$ cat config.mk
export PLATFORM = sky130hd
export DESIGN_NAME = pipeio_responder
export DESIGN_NICKNAME = d
export VERILOG_FILES = /design/src/rtl/pipeio_pkg.sv /design/src/rtl/pipeio_debounce.sv /design/src/rtl/pipeio_responder.sv
export SDC_FILE = /design/constraint.sdc
export NUM_CORES = 1
export LEC_CHECK = 0
export CORE_MARGIN = 1.5
export CORE_UTILIZATION = 53
export DETAILED_ROUTE_END_ITERATION = 16
export GPL_ROUTABILITY_DRIVEN = 0
export PLACE_DENSITY = 0.85
export RECOVER_POWER = 25
export SLEW_MARGIN = 20
export SYNTH_ARGS = -nofsm -noshare
export SYNTH_HDL_FRONTEND = slang
export SYNTH_HIERARCHICAL = 1
export SYNTH_SLANG_ARGS = --single-unit
$ cat constraint.sdc
create_clock -name clock -period 4.4 [get_ports clock]
set_input_delay 0.88 -clock clock [delete_from_list [all_inputs] [get_ports clock]]
set_output_delay 0.88 -clock clock [all_outputs]
set_load 0.05 [all_outputs]
$ cat src/rtl/pipeio_pkg.sv
// Shared definitions for the pipeline I/O responder: register word offsets
// within the I/O window and bit positions of the STATUS change flags.
package pipeio_pkg;

  localparam logic [5:0] W_IN0      = 6'd0;
  localparam logic [5:0] W_IN1      = 6'd1;
  localparam logic [5:0] W_IN2      = 6'd2;
  localparam logic [5:0] W_STATUS   = 6'd3;
  localparam logic [5:0] W_OUT0     = 6'd4;
  localparam logic [5:0] W_OUT1     = 6'd5;
  localparam logic [5:0] W_OUT2     = 6'd6;
  localparam logic [5:0] W_IRQ_MASK = 6'd7;

  localparam int unsigned ST_IN0 = 0;
  localparam int unsigned ST_IN1 = 1;
  localparam int unsigned ST_IN2 = 2;

  // Byte address to register word index; the low two address bits are ignored.
  function automatic logic [5:0] word_of(input logic [7:0] addr);
    return addr[7:2];
  endfunction

endpackage

$ cat src/rtl/pipeio_debounce.sv
// Input conditioner for one switch port: two-flop synchroniser, a run-length
// counter and the debounced (stable) value. `change` is high in the cycle
// whose rising edge loads a new stable value.
module pipeio_debounce #(
  parameter int unsigned W         = 8,
  parameter int unsigned DB_CYCLES = 16
) (
  input  logic         clock,
  input  logic         resetn,
  input  logic [W-1:0] pin,
  output logic [W-1:0] stable,
  output logic         change
);

  localparam int unsigned     CW   = (DB_CYCLES > 1) ? $clog2(DB_CYCLES) : 1;
  localparam logic [CW-1:0]   TERM = CW'(DB_CYCLES - 1);

  logic [W-1:0]  sync1;
  logic [W-1:0]  sync2;
  logic [CW-1:0] cnt;

  assign change = (sync2 != stable) && (cnt == TERM);

  // Synchronise the pin, count consecutive cycles it differs from the stable
  // value, and accept it once the count reaches the terminal value.
  always_ff @(posedge clock or negedge resetn) begin
    if (!resetn) begin
      sync1  <= '0;
      sync2  <= '0;
      stable <= '0;
      cnt    <= '0;
    end else begin
      sync1 <= pin;
      sync2 <= sync1;
      if (sync2 == stable) begin
        cnt <= '0;
      end else if (cnt == TERM) begin
        stable <= sync2;
        cnt    <= '0;
      end else begin
        cnt <= cnt + CW'(1);
      end
    end
  end

endmodule

$ cat src/rtl/pipeio_responder.sv
// Memory-mapped I/O responder for the CPU data-memory stage: three debounced
// switch inputs, a clear-on-read STATUS change register and three latched
// output ports. Optional feature macro IO_IRQ_EN adds IRQ_MASK at 0x1C and a
// registered io_irq output.
module pipeio_responder
  import pipeio_pkg::*;
#(
  parameter int unsigned DB_CYCLES = 16,
  parameter int unsigned IN0_W     = 8,
  parameter int unsigned IN1_W     = 8,
  parameter int unsigned IN2_W     = 2
) (
  input  logic             clock,
  input  logic             resetn,
  input  logic             io_we,
  input  logic             io_re,
  input  logic [7:0]       io_addr,
  input  logic [31:0]      io_wdata,
  output logic [31:0]      io_rdata,
  input  logic [IN0_W-1:0] in_pin0,
  input  logic [IN1_W-1:0] in_pin1,
  input  logic [IN2_W-1:0] in_pin2,
  output logic [31:0]      out_port0,
  output logic [31:0]      out_port1,
  output logic [31:0]      out_port2
`ifdef IO_IRQ_EN
  ,
  output logic             io_irq
`endif
);

  logic [IN0_W-1:0] in0;
  logic [IN1_W-1:0] in1;
  logic [IN2_W-1:0] in2;
  logic [2:0]       chg;
  logic [2:0]       status;
  logic [5:0]       word;
  logic             unused_addr;

  assign word        = word_of(io_addr);
  assign unused_addr = ^io_addr[1:0];

  pipeio_debounce #(.W(IN0_W), .DB_CYCLES(DB_CYCLES)) u_db0 (
    .clock(clock), .resetn(resetn), .pin(in_pin0), .stable(in0), .change(chg[ST_IN0])
  );
  pipeio_debounce #(.W(IN1_W), .DB_CYCLES(DB_CYCLES)) u_db1 (
    .clock(clock), .resetn(resetn), .pin(in_pin1), .stable(in1), .change(chg[ST_IN1])
  );
  pipeio_debounce #(.W(IN2_W), .DB_CYCLES(DB_CYCLES)) u_db2 (
    .clock(clock), .resetn(resetn), .pin(in_pin2), .stable(in2), .change(chg[ST_IN2])
  );

  // Change flags: a load of STATUS clears them, but a flag raised on the same edge survives.
  always_ff @(posedge clock or negedge resetn) begin
    if (!resetn) begin
      status <= '0;
    end else if (io_re && (word == W_STATUS)) begin
      status <= chg;
    end else begin
      status <= status | chg;
    end
  end

`ifdef IO_IRQ_EN
  logic [2:0] irq_mask;

  // Interrupt mask register.
  always_ff @(posedge clock or negedge resetn) begin
    if (!resetn) begin
      irq_mask <= '0;
    end else if (io_we && (word == W_IRQ_MASK)) begin
      irq_mask <= io_wdata[2:0];
    end
  end

  // Interrupt line, registered from the current flags and mask.
  always_ff @(posedge clock or negedge resetn) begin
    if (!resetn) begin
      io_irq <= 1'b0;
    end else begin
      io_irq <= |(status & irq_mask);
    end
  end
`endif

  // Output ports latched from CPU stores; stores elsewhere are ignored.
  always_ff @(posedge clock or negedge resetn) begin
    if (!resetn) begin
      out_port0 <= '0;
      out_port1 <= '0;
      out_port2 <= '0;
    end else if (io_we) begin
      case (word)
        W_OUT0:  out_port0 <= io_wdata;
        W_OUT1:  out_port1 <= io_wdata;
        W_OUT2:  out_port2 <= io_wdata;
        default: ;
      endcase
    end
  end

  // Load data mux; unmapped words read zero.
  always_comb begin
    io_rdata = '0;
    case (word)
      W_IN0:      io_rdata = 32'(in0);
      W_IN1:      io_rdata = 32'(in1);
      W_IN2:      io_rdata = 32'(in2);
      W_STATUS:   io_rdata = {29'b0, status};
      W_OUT0:     io_rdata = out_port0;
      W_OUT1:     io_rdata = out_port1;
      W_OUT2:     io_rdata = out_port2;
`ifdef IO_IRQ_EN
      W_IRQ_MASK: io_rdata = {29'b0, irq_mask};
`endif
      default:    io_rdata = '0;
    endcase
  end

endmodule

**Word level (Yosys, flattened, before mapping)**

Index checks and enable logic that the tools add are counted.

- Output and inout bits: 128
- Register bits after elaboration: 165
- Input port bits: 62
- Logic and storage cells: 57

- Eq/ne operators: 15
- Reduce and logical (&&, ||, !) cells: 11
- Add/sub/neg operators: 3
- Mux-type cells: 8
- Bitwise logic cells: 4

Operators with widths:

| kind | count |
|---|---|
| $pmux 32 s7 | 1 |
| $mux 4 | 6 |
| $eq 6x3->1 const B | 3 |
| $eq 8x8->1 | 2 |
| $ne 8x8->1 | 2 |
| $add 4x1->4 const B | 3 |
| $eq 4x4->1 const B | 3 |
| $eq 6x2->1 const B | 2 |
| $reduce_and 2->1 | 6 |
| $eq 6x1->1 const B | 1 |
| $logic_not 6->1 | 1 |
| $logic_and 1x1->1 | 4 |
| $mux 3 | 1 |
| $not 1->1 | 3 |
| $or 3x3->3 | 1 |
| $eq 2x2->1 | 1 |
| $ne 2x2->1 | 1 |

**Depth between registers and ports, before layout**

- Depth after elaboration: 4
- Depth in mapped cells: 6
- Depth with buffers taken out: 4

**Hierarchy**

Netlist, hierarchy kept.

By module, submodules not included:

| module | area an instance (um^2) | sequential area each (um^2) | instances | cells an instance |
|---|---|---|---|---|
| pipeio_responder | 4782.1 | 2477.4 | 1 | 372 |
| pipeio_debounce (u_db0 ...) | 1006.0 | 700.7 | 2 | 57 |
| pipeio_debounce (u_db2) | 381.6 | 250.2 | 1 | 27 |

**Worst setup path before layout**

Ideal clock, no wire load.

- Kind: input to output
- Start point: input port io_addr[3]
- End point: output port io_rdata[0]
- Cell stages on the path: 6
- Path buffers: 3
- Arrival time: 2.765 ns
- Required time: 3.520 ns
- Setup slack: 0.755 ns
- Cells stage by stage: buf_2 -> buf_4 -> buf_2 -> mux2i_1 -> a2bb2oi_1 -> o21ai_0

- Word-level cells in the longest chain between the ends: 2
- Elaborated cells between the ends (all ways): 8
- Those cells by class: eq/ne (6); mux (1); reduce/logical (1)

RTL lines:

| item | RTL line | source |
|---|---|---|
| start, declared | pipeio_responder.sv:17 | `input logic [7:0] io_addr,` |
| $eq 6x3->1, or another cell as far along | pipeio_responder.sv:105 | `case (word)` |
| $pmux 32 s7 (*) | pipeio_responder.sv:105 |  |
| end, declared | pipeio_responder.sv:19 | `output logic [31:0] io_rdata,` |

Every way passes the cells marked *; elsewhere a longest branch is shown, timed or not.

**Final worst setup path**

- Start point: input port io_addr[6]
- End point: output port io_rdata[1]

Same word-level chain as after synthesis.

==> impl_metrics.toml <==
[detailed_routing]
wl_mm = 17.8
drt-initial-drc-count = 347
via_per_inst = 5.57
drc_errors = 0
num_vias = 4967
ant_nets = 0
routedWlPerCell_um = 20.0
drtPass1Iterations = 4

[critical_path]
criticalPathCategory = "in2out"
required_ns = 3.52
path_cells = "clkdlybuf4s50_1 > nor3_4 > nand2_1 > buf_4 > o21ai_0 > buf_12"
cp_max_fo = 29
worstRegToRegCells = 4
arrival_ns = 2.71
critPathSlowestCell = "clkdlybuf4s50_1"
start_kind = "primary input"
crit_path_max_incr_delay_ns = 0.53
endpoint_kind = "primary output"

[flow_run]
drv_cap = 1

[synthesis]
ys_seq_area_share_pct = 57.5
synth_fp_nets = 578
ys_top_cells_by_count = "dfrtp_1 (165), mux2_2 (67), mux2i_1 (37)"
syn_inst = 513
synth_edf_count = 0
async_flop_share_pct = 100
yosysTopAreaCellShare_pct = 57.5
yosys.area.top_type = "dfrtp_1"
synth_most_common_cell = "dfrtp_1"
yosysWarnings = 6
syn_avg_cell_area_um2 = 14.0
ys.flop_type = "dfrtp_1"
synth_seq_cells = 165
yosys-top-cells-area = "dfrtp_1 (58%), mux2_2 (11%), mux2i_1 (5.2%)"
synthesis.area_um2 = 7180
synth_cell_type_count = 43

[min_path]
min_path_type = "reg2reg"
holdPathStages = 0

[timing]
hold_viol_final = 0
min_period_over_period_pct = 81.5
clock.fmax_mhz = 279
post-route-min-period_ns = 3.59
setup_viol = 0
fin_skew_ns = 0.0108
maxSlewViolCount = 112
worstMarginPinSlew_ns = 2.69
rsz0062_at_grt = "false"
relSlewSlack_pct = -79.3
fin_tns_setup_ns = 0

[power_and_ir_drop]
p_per_area_nw_per_um2 = 501
leakagePower_nw = 4.49
vdd_drop_max_mv = 0.303

[finish]
final_core_util_pct = 76.5
fillCellCount = 817
num_antenna_cells = 0
area_delta_synth_final_pct = 41.3
nNetsFinal = 769
drive_above_1_share_pct = 28.4

[floorplanning]
fp.dieW_um = 119
dieArea_um2 = 14200
num_rows = 42
initial_utilization_pct = 54.2
die_h_um = 119
io_pins = 190
core_um2 = 13200

[clock_tree]
path_clk_slew_ns = 0.06
clk_latency_ns = 0.41
cts-root-buf = "clkbuf_16"
post-cts-setup-buffer-count = 0
cts_buffers = 17
cts_tree = "built"
hold_buffers = 0
cts.sinks = 165
cts_resized = 0
htreeDepth = 4
cts_buffer_depth = 2

[run_status]
status = "finished, violations left"
violations = "capacitance limit, slew limit"

[global_route]
antenna_found_initial = 0
grt_pass1_vias = 5237
grt_pass1_wl_mm = 28.1
overflow = 0
track_usage_pct = 25.9
grt_max_degree = 112

[placement]
dp_hpwl_mm = 12.5
port_buffers = 187
cell usage in the layout (no fill, tap or decap), types with 4 or more instances in the layout:
master,n
mux2_4,16
xor2_1,18
buf_12,32
a2bb2oi_1,5
clkbuf_16,17
nand3_1,5
a21o_1,5
a21oi_1,26
mux2i_1,37
mux2_2,67
clkdlybuf4s50_1,134
buf_4,12
mux2_1,32
dlygate4sd3_1,18
nor4_2,5
or2_2,24
nor2_1,7
dfrtp_1,165
nand2_1,30
nor2b_1,5
bufinv_16,4
stage by stage:
step                worst slack, ns  instance area [µm²]  power, W  hold slack, ns  std cells
global route                  0.706                10100   0.00527           0.347        892
detailed placement            0.801                 9510   0.00352           0.335        861
global placement              0.813                 9510   0.00343           0.333        861
CTS                           0.808                10200   0.00510           0.342        892
floorplan                     0.755                 7180   0.00298           0.331        513
finish                        0.815                10100   0.00507           0.343        892
state kept, by name (all words and copies together) (netlist names):
register / flops
out_port0: 32
out_port1: 32
out_port2: 32
u_db0/stable: 8
u_db0/sync1: 8
u_db0/sync2: 8
u_db1/stable: 8
u_db1/sync1: 8
u_db1/sync2: 8
u_db0/cnt: 4
u_db1/cnt: 4
u_db2/cnt: 4
status: 3
u_db2/stable: 2
u_db2/sync1: 2
u_db2/sync2: 2
final timing paths:
kind | start | to | slack, ns
worst min register to register | u_db0/sync1[4] | u_db0/sync2[4] | 0.34
min in group asynchronous | resetn | out_port0[15] | 1.29
worst max-delay path | io_addr[6] | io_rdata[1] | 0.81
worst min-delay path | u_db0/sync1[4] | u_db0/sync2[4] | 0.34
max in group asynchronous | resetn | u_db1/stable[3] | 1.53
worst max register to register | u_db0/stable[2] | u_db0/stable[2] | 2.55
worst max-delay path, delay by kind of cell:
family	cells	cell delay (ns)
AO/OA/AOI/OAI	1	0.42
AND/OR/NAND/NOR	2	0.40
buffers and inverters	3	0.99
area by class of cell:
cell class                 count  area (µm²)  area share (%)
clock buffer                  20         467            4.60
multi-input combinational    320        2880            28.4
tap                          176         220            2.17
sequential                   165        4130            40.7
inverter                       1        3.75          0.0370
timing repair buffer         199        2270            22.4
clock inverter                11         174            1.72
per-layer routing:
metal	share of wire [%]	track usage (%)	up-vias	routed length (µm)
met5	0	0	-	0
met4	1.8	8.71	0	325
met3	5.8	5.94	25	1030
met2	51	44.0	194	9020
met1	42	33.0	2542	7430
li1	-	-	2206	-
logic make-up (layout without fill, tap and decap cells):
family	count (synthesis)	in the layout	share of synthesized area, %
AO/OA/AOI/OAI	53	53	4.90
XOR/XNOR	21	21	2.56
adder cells (fa/ha/maj)	3	3	0.523
buffers and inverters	28	231	2.41
flip-flops	165	165	57.5
multiplexers	154	154	24.7
AND/OR/NAND/NOR	89	89	7.39
report_power, final:
| group | leakage (nW) | switching, W | internal, W |
|---|---|---|---|
| clock network | 0.305 | 0.000582 | 0.000995 |
| registers | 2.09 | 0.000270 | 0.00180 |
| logic | 2.09 | 0.000796 | 0.000630 |
| total | 4.49 | 0.00165 | 0.00343 |
(Power assumes the default switching activity.)
